`src/rtl/mash_pkg.sv`:
```
// Shared types and helpers for the MASH delta-sigma modulator.
// Holds the order type, stage limit and coefficient/range functions.
package mash_pkg;

  localparam int MAX_ORDER_LIMIT = 4;

  typedef logic [2:0] order_t;

  // Output code range for an order-k cascade
  function automatic int out_max(input int k);
    return 1 << (k - 1);
  endfunction

  function automatic int out_min(input int k);
    return 1 - (1 << (k - 1));
  endfunction

  function automatic int binom(input int n, input int k);
    int r;
    r = 1;
    for (int i = 0; i < k; i++) begin
      r = r * (n - i) / (i + 1);
    end
    return r;
  endfunction

endpackage

```
`src/rtl/mash_efm_stage.sv`:
```
// One error-feedback accumulator of the MASH cascade plus its own
// carry history, producing its (1-z^-1)^(IDX-1) cancellation term.
module mash_efm_stage
  import mash_pkg::*;
#(
  parameter int WIDTH     = 16,
  parameter int MAX_ORDER = 3,
  parameter int IDX       = 1,
  parameter int DAC_BW    = 5
) (
  input  logic                     aclk,
  input  logic                     arst_n,
  input  logic                     step,
  input  logic                     clear,
  input  logic [WIDTH-1:0]         in_data,
  output logic [WIDTH-1:0]         err,
  output logic signed [DAC_BW-1:0] term
);

  localparam int HD = (MAX_ORDER > 1) ? MAX_ORDER - 1 : 1;

  logic [WIDTH-1:0] acc;
  logic [WIDTH:0]   sum;
  logic             carry;
  logic [HD-1:0]    hist;
  logic [HD:0]      hist_ext;
  int               t;

  assign sum      = {1'b0, acc} + {1'b0, in_data};
  assign carry    = clear ? 1'b0 : sum[WIDTH];
  assign err      = clear ? '0 : sum[WIDTH-1:0];
  assign hist_ext = {hist, carry};

  always_ff @(posedge aclk or negedge arst_n) begin
    if (!arst_n) begin
      acc  <= '0;
      hist <= '0;
    end else if (step) begin
      if (clear) begin
        acc  <= '0;
        hist <= '0;
      end else begin
        acc  <= sum[WIDTH-1:0];
        hist <= hist_ext[HD-1:0];
      end
    end
  end

  // hist_ext[j] is the carry j steps back; binomial weights alternate sign
  always_comb begin
    t = carry ? 1 : 0;
    for (int j = 1; j < MAX_ORDER; j++) begin
      if (j < IDX && hist_ext[j]) begin
        t = j[0] ? t - binom(IDX - 1, j)
                 : t + binom(IDX - 1, j);
      end
    end
    term = clear ? '0 : DAC_BW'(t);
  end

endmodule

```
`src/rtl/mash_nstage.sv`:
```
// Run-time selectable MASH delta-sigma modulator (order 1..MAX_ORDER)
// between an AXI-Stream sample source and a signed DAC code stream.
module mash_nstage
  import mash_pkg::*;
#(
  parameter int WIDTH     = 16,
  parameter int MAX_ORDER = 3,
  parameter int DAC_BW    = 5,
  parameter int FREE_RUN  = 0
) (
  input  logic                     aclk,
  input  logic                     arst_n,
  input  order_t                   cfg_order,
  input  logic [WIDTH-1:0]         s_axis_data_tdata,
  input  logic                     s_axis_data_tvalid,
  output logic                     s_axis_data_tready,
  output logic signed [DAC_BW-1:0] m_axis_data_tdata,
  output logic                     m_axis_data_tvalid,
  input  logic                     m_axis_data_tready
);

  if (MAX_ORDER < 1 || MAX_ORDER > MAX_ORDER_LIMIT) begin : g_bad_order
    $error("mash_nstage: MAX_ORDER out of range 1..4");
  end

  if (DAC_BW < MAX_ORDER + 1) begin : g_bad_bw
    $error("mash_nstage: DAC_BW must be >= MAX_ORDER+1");
  end

  order_t                   eff_order;
  logic                     slot_free;
  logic                     accept;
  logic                     step;
  logic                     started;
  logic [WIDTH-1:0]         held;
  logic [WIDTH-1:0]         sample;
  logic [WIDTH-1:0]         chain [MAX_ORDER+1];
  logic signed [DAC_BW-1:0] terms [MAX_ORDER];
  logic signed [DAC_BW-1:0] y;
  logic                     unused_tail;

  assign eff_order = (cfg_order == '0 || cfg_order > order_t'(MAX_ORDER))
                   ? order_t'(MAX_ORDER) : cfg_order;

  assign slot_free          = !m_axis_data_tvalid || m_axis_data_tready;
  assign s_axis_data_tready = slot_free;
  assign accept             = s_axis_data_tvalid && slot_free;
  assign sample             = accept ? s_axis_data_tdata : held;

  // Free-run keeps stepping on the held sample once one has arrived
  assign step = (FREE_RUN != 0) ? (slot_free && (accept || started))
                                : accept;

  assign chain[0]    = sample;
  assign unused_tail = ^chain[MAX_ORDER];

  for (genvar i = 0; i < MAX_ORDER; i++) begin : g_stage
    logic en;
    assign en = order_t'(i) < eff_order;

    mash_efm_stage #(
      .WIDTH     (WIDTH),
      .MAX_ORDER (MAX_ORDER),
      .IDX       (i + 1),
      .DAC_BW    (DAC_BW)
    ) u_stage (
      .aclk    (aclk),
      .arst_n  (arst_n),
      .step    (step),
      .clear   (!en),
      .in_data (chain[i]),
      .err     (chain[i+1]),
      .term    (terms[i])
    );
  end

  always_comb begin
    y = '0;
    for (int i = 0; i < MAX_ORDER; i++) begin
      y = y + terms[i];
    end
  end

  always_ff @(posedge aclk or negedge arst_n) begin
    if (!arst_n) begin
      held    <= '0;
      started <= 1'b0;
    end else if (accept) begin
      held    <= s_axis_data_tdata;
      started <= 1'b1;
    end
  end

  always_ff @(posedge aclk or negedge arst_n) begin
    if (!arst_n) begin
      m_axis_data_tdata  <= '0;
      m_axis_data_tvalid <= 1'b0;
    end else if (step) begin
      m_axis_data_tdata  <= y;
      m_axis_data_tvalid <= 1'b1;
    end else if (m_axis_data_tready) begin
      m_axis_data_tvalid <= 1'b0;
    end
  end

endmodule

```
`config.mk`:
```
export PLATFORM = sky130hd
export DESIGN_NAME = mash_nstage
export DESIGN_NICKNAME = d
export VERILOG_FILES = /design/src/rtl/mash_pkg.sv /design/src/rtl/mash_efm_stage.sv /design/src/rtl/mash_nstage.sv
export SDC_FILE = /design/constraint.sdc
export NUM_CORES = 1
export LEC_CHECK = 0
export ABC_AREA = 1
export BUFFER_PORTS_ARGS = -buffer_cell sky130_fd_sc_hd__buf_2
export CORE_MARGIN = 2
export CORE_UTILIZATION = 60
export CTS_BUF_LIST = sky130_fd_sc_hd__clkbuf_2
export DETAILED_ROUTE_END_ITERATION = 16
export GPL_TIMING_DRIVEN = 0
export PLACE_DENSITY = 0.77
export SYNTH_ARGS = -nofsm -noshare
export SYNTH_HDL_FRONTEND = slang
export SYNTH_HIERARCHICAL = 1
export SYNTH_SLANG_ARGS = --single-unit
```
`constraint.sdc`:
```
create_clock -name aclk -period 9.7 [get_ports aclk]
set_input_delay 0.485 -clock aclk [delete_from_list [all_inputs] [get_ports aclk]]
set_output_delay 0.485 -clock aclk [all_outputs]
set_load 0.01 [all_outputs]
```
==> tab_implementation.tex <==
\begin{tabular}{lr}
\hline
Metric & Value \\
\hline
\multicolumn{2}{l}{\textbf{Status}} \\
\quad Result of the run & complete, no violations \\
\multicolumn{2}{l}{\textbf{Clock tree}} \\
\quad Maximum level of the CTS H-tree & 3 \\
\quad Clock tree root driver cell & clkbuf\_2 \\
\quad Clock slew at reported path FFs & 0.23 ns \\
\quad Cells resized by post-CTS repair & 0 \\
\quad Clock buffer count from CTS & 9 \\
\quad Clock tree from TritonCTS & yes \\
\quad Source-to-sink clock delay at the later pin of the worst-skew pair & 0.57 ns \\
\quad Clock sink count & 73 \\
\quad Maximum number of buffers from clock root to sink & 2 \\
\multicolumn{2}{l}{\textbf{Worst setup path}} \\
\quad Reg-to-reg endpoint & m\_axis\_data\_tdata[4] \\
\quad Max incr delay on CP & 0.47 ns \\
\quad Nature of the critical path startpoint & flop \\
\quad Element type at the critical path end & flop \\
\quad Number of buffer and inverter instances along the worst setup path & 6 \\
\quad Crit-path leading delay family & simple AND/OR/NAND/NOR gates \\
\quad Critical R2R Launch & m\_axis\_data\_tvalid \\
\quad Highest fanout seen on the critical path & 10 \\
\quad Arrival time of data at the critical path endpoint & 6.90 ns \\
\quad Most prevalent standard cell on the critical path & nand2\_1 \\
\quad Critical path data required time & 10.17 ns \\
\quad Slowest cell on crit path & fa\_1 \\
\quad Path depth of the worst reg2reg path & 43 \\
\quad Worst-case register-to-register setup slack & 3.28 ns \\
\quad Category of the critical setup timing path & reg -> reg \\
\multicolumn{2}{l}{\textbf{Layout}} \\
\quad Fill count & 1002 \\
\quad Share of layout cells above drive strength 1 & 9.798\% \\
\quad Area occupied by multi-input gates & 0.003796 mm2 \\
\quad Area taken by flip-flops and latches & 0.001827 mm2 \\
\quad Antenna fix cells & 0 \\
\quad Layout-stage area growth over the synthesis result & 7.539\% \\
\quad Total Nets Final & 1121 \\
\multicolumn{2}{l}{\textbf{Routing}} \\
\quad DR vias/cell & 5.115 \\
\quad DRC Markers & 0 \\
\quad Final antenna-violating net count & 0 \\
\quad Vias after detailed routing & 6020 \\
\quad Number of iterations in the first detailed-routing pass & 5 \\
\quad Routed length per instance & 12.57 um \\
\quad Iteration-0 DRC count of the detailed router & 325 \\
\quad Total wirelength of the detailed-routed design & 14.79 mm \\
\multicolumn{2}{l}{\textbf{Placement}} \\
\quad HPWL reported at the end of detailed placement & 11.51 mm \\
\quad Setup slack at placement & 3.076 ns \\
\quad Total of buffers placed on input and output ports & 29 \\
\quad Weighted congestion reported at the end of routability-driven placement & 0.9368 \\
\multicolumn{2}{l}{\textbf{Timing}} \\
\quad Total Negative Setup Slacks & 0 ns \\
\quad Setup-violating endpoint count in the final report & 0 \\
\quad Maximum clock rate & 155.7 MHz \\
\quad Final Critical Period & 6.423 ns \\
\quad Transition time at the pin with the least slew margin & 0.6280 ns \\
\quad Final Cycle Share & 66.22\% \\
\quad Worst Clk Skew & 0.02433 ns \\
\quad Slew margin rel. & 58.13\% \\
\quad Final critical-path setup slack & 3.277 ns \\
\quad Max Transition Viols Final & 0 \\
\quad Count of final hold-check violations & 0 \\
\quad WHS & 0.1176 ns \\
\quad Setup repair after global routing missed its margin & false \\
\multicolumn{2}{l}{\textbf{Global routing}} \\
\quad Largest net degree at the start of global routing & 53 \\
\quad GRT overflow & 0 \\
\quad Antenna violations before repair & 0 \\
\quad Overall global routing resource usage & 28.09\% \\
\quad Via count of the first global-routing pass & 5559 \\
\quad Global-route wire length before repair & 25.55 mm \\
\multicolumn{2}{l}{\textbf{Hold path}} \\
\quad HP Class & in -> reg \\
\quad Start point of the worst hold path & s\_axis\_data\_tdata[10] \\
\quad End point of the worst hold path & held[10] \\
\quad Instance count along the most critical hold path & 3 \\
\multicolumn{2}{l}{\textbf{Floorplanning}} \\
\quad Area of the die & 0.01149 mm2 \\
\quad Horiz. Die Dim & 107.2 um \\
\quad Height of the chip & 107.2 um \\
\quad Ports placed on the boundary & 30 \\
\quad Initial Utilization & 61.90\% \\
\quad Standard-cell row count & 37 \\
\quad Core area & 0.01032 mm2 \\
\multicolumn{2}{l}{\textbf{Power and ir drop}} \\
\quad Static Leakage & 0.004208 uW \\
\quad Max VDD drop & 0.1827 mV \\
\quad Areal power density over the cells & 300.9 mW/mm2 \\
\multicolumn{2}{l}{\textbf{Synthesis}} \\
\quad Yosys Warn Count & 6 \\
\quad Gate Count Post-Synth & 990 \\
\quad Netlist area before placement & 0.006390 mm2 \\
\quad Average footprint of a synthesized cell & 6.454 um2 \\
\multicolumn{2}{l}{\textbf{Run}} \\
\quad Maximum capacitance violations & 0 \\
\hline
\end{tabular}
==> stage by stage <==
| step | area, um2 | cells | utilization (%) | power [uW] |
|---|---|---|---|---|
| after floorplan | 6409 | 995 | - | 1575 |
| after global placement | 6724 | 1160 | 65.13 | 1848 |
| after detailed placement | 6754 | 1161 | 65.42 | 1876 |
| after CTS | 6872 | 1177 | 66.56 | 2062 |
| after global routing | 6872 | 1177 | 66.56 | 2314 |
| final | 6872 | 1177 | 66.56 | 2067 |
==> placed cells by master (no fill, tap or decap), types with 2 or more instances in the layout <==
master	instances
nand2_1	412
inv_1	158
dfrtp_1	73
nor2_1	68
ha_1	53
nand3_1	41
a21oi_1	36
buf_2	30
nand4_1	22
o21ai_0	15
buf_4	13
clkbuf_2	10
clkbuf_1	10
nand2_2	10
nand3b_1	9
fa_1	8
conb_1	7
nor3_1	7
o21ai_1	7
o21ai_2	6
nand3_2	4
nor2_2	4
buf_6	3
and2_1	3
a21oi_2	3
o21bai_1	2
nand2_4	2
xnor2_1	2
clkinv_2	2
clkinv_4	2
or2_4	2
nand3b_4	2
and3_1	2
nor3_2	2
==> repair_timing <==
action / CTS / global route
endpoints found under the hold margin: 21 / 0
setup buffers: 0 / 0
hold buffers: 1 / 0
==> flip-flops by register name (all words and copies together) (netlist names) <==
signal	count
m_axis_data_tvalid	1
held	16
g_stage.u_stage/hist	3
m_axis_data_tdata	5
g_stage.u_stage/acc	48
==> layout make-up <==
cell class | instances | area share [%]
Multi-Input combinational cell | 733 | 55.24
Sequential cell | 73 | 26.58
Inverter | 160 | 8.776
Timing Repair Buffer | 31 | 2.695
Buffer | 29 | 2.658
Tap cell | 136 | 2.476
Clock inverter | 5 | 0.8376
Clock buffer | 10 | 0.7283
==> layer usage <==
metal,share of wire (%),GRT usage (%)
met5,0,0
met4,1.6,7.607
met3,4.3,4.316
met2,46,46.84
met1,48,38.03
==> worst register-to-register path, delay by kind of cell, from the launching register on <==
family,cells,cell delay [ns]
and+or+nand+nor,27,2.49
adders and majority gates,7,2.30
buffers and inverters,6,0.59
AOI/OAI and AO/OA,3,0.51
DFF,1,0.45
==> report_power, final <==
group	internal, uW	leakage, uW	switching, uW
Clock	59.2	0.0000717	119
Combinational	518	0.00321	908
Sequential	405	0.000929	57.4
Total	983	0.00421	1080
==> worst max path at each step <==
stage,end,slack (ns),depth (start not counted),from
after floorplan,m_axis_data_tdata[4],3.96,46,m_axis_data_tready
after global placement,m_axis_data_tdata[4],3.10,45,m_axis_data_tready
after detailed placement,m_axis_data_tdata[4],3.08,44,m_axis_data_tready
after CTS,m_axis_data_tdata[4],3.25,43,m_axis_data_tvalid
after global routing,m_axis_data_tdata[4],2.67,43,m_axis_data_tvalid
final,m_axis_data_tdata[4],3.28,43,m_axis_data_tvalid
Power figures use the tool's default switching activity.
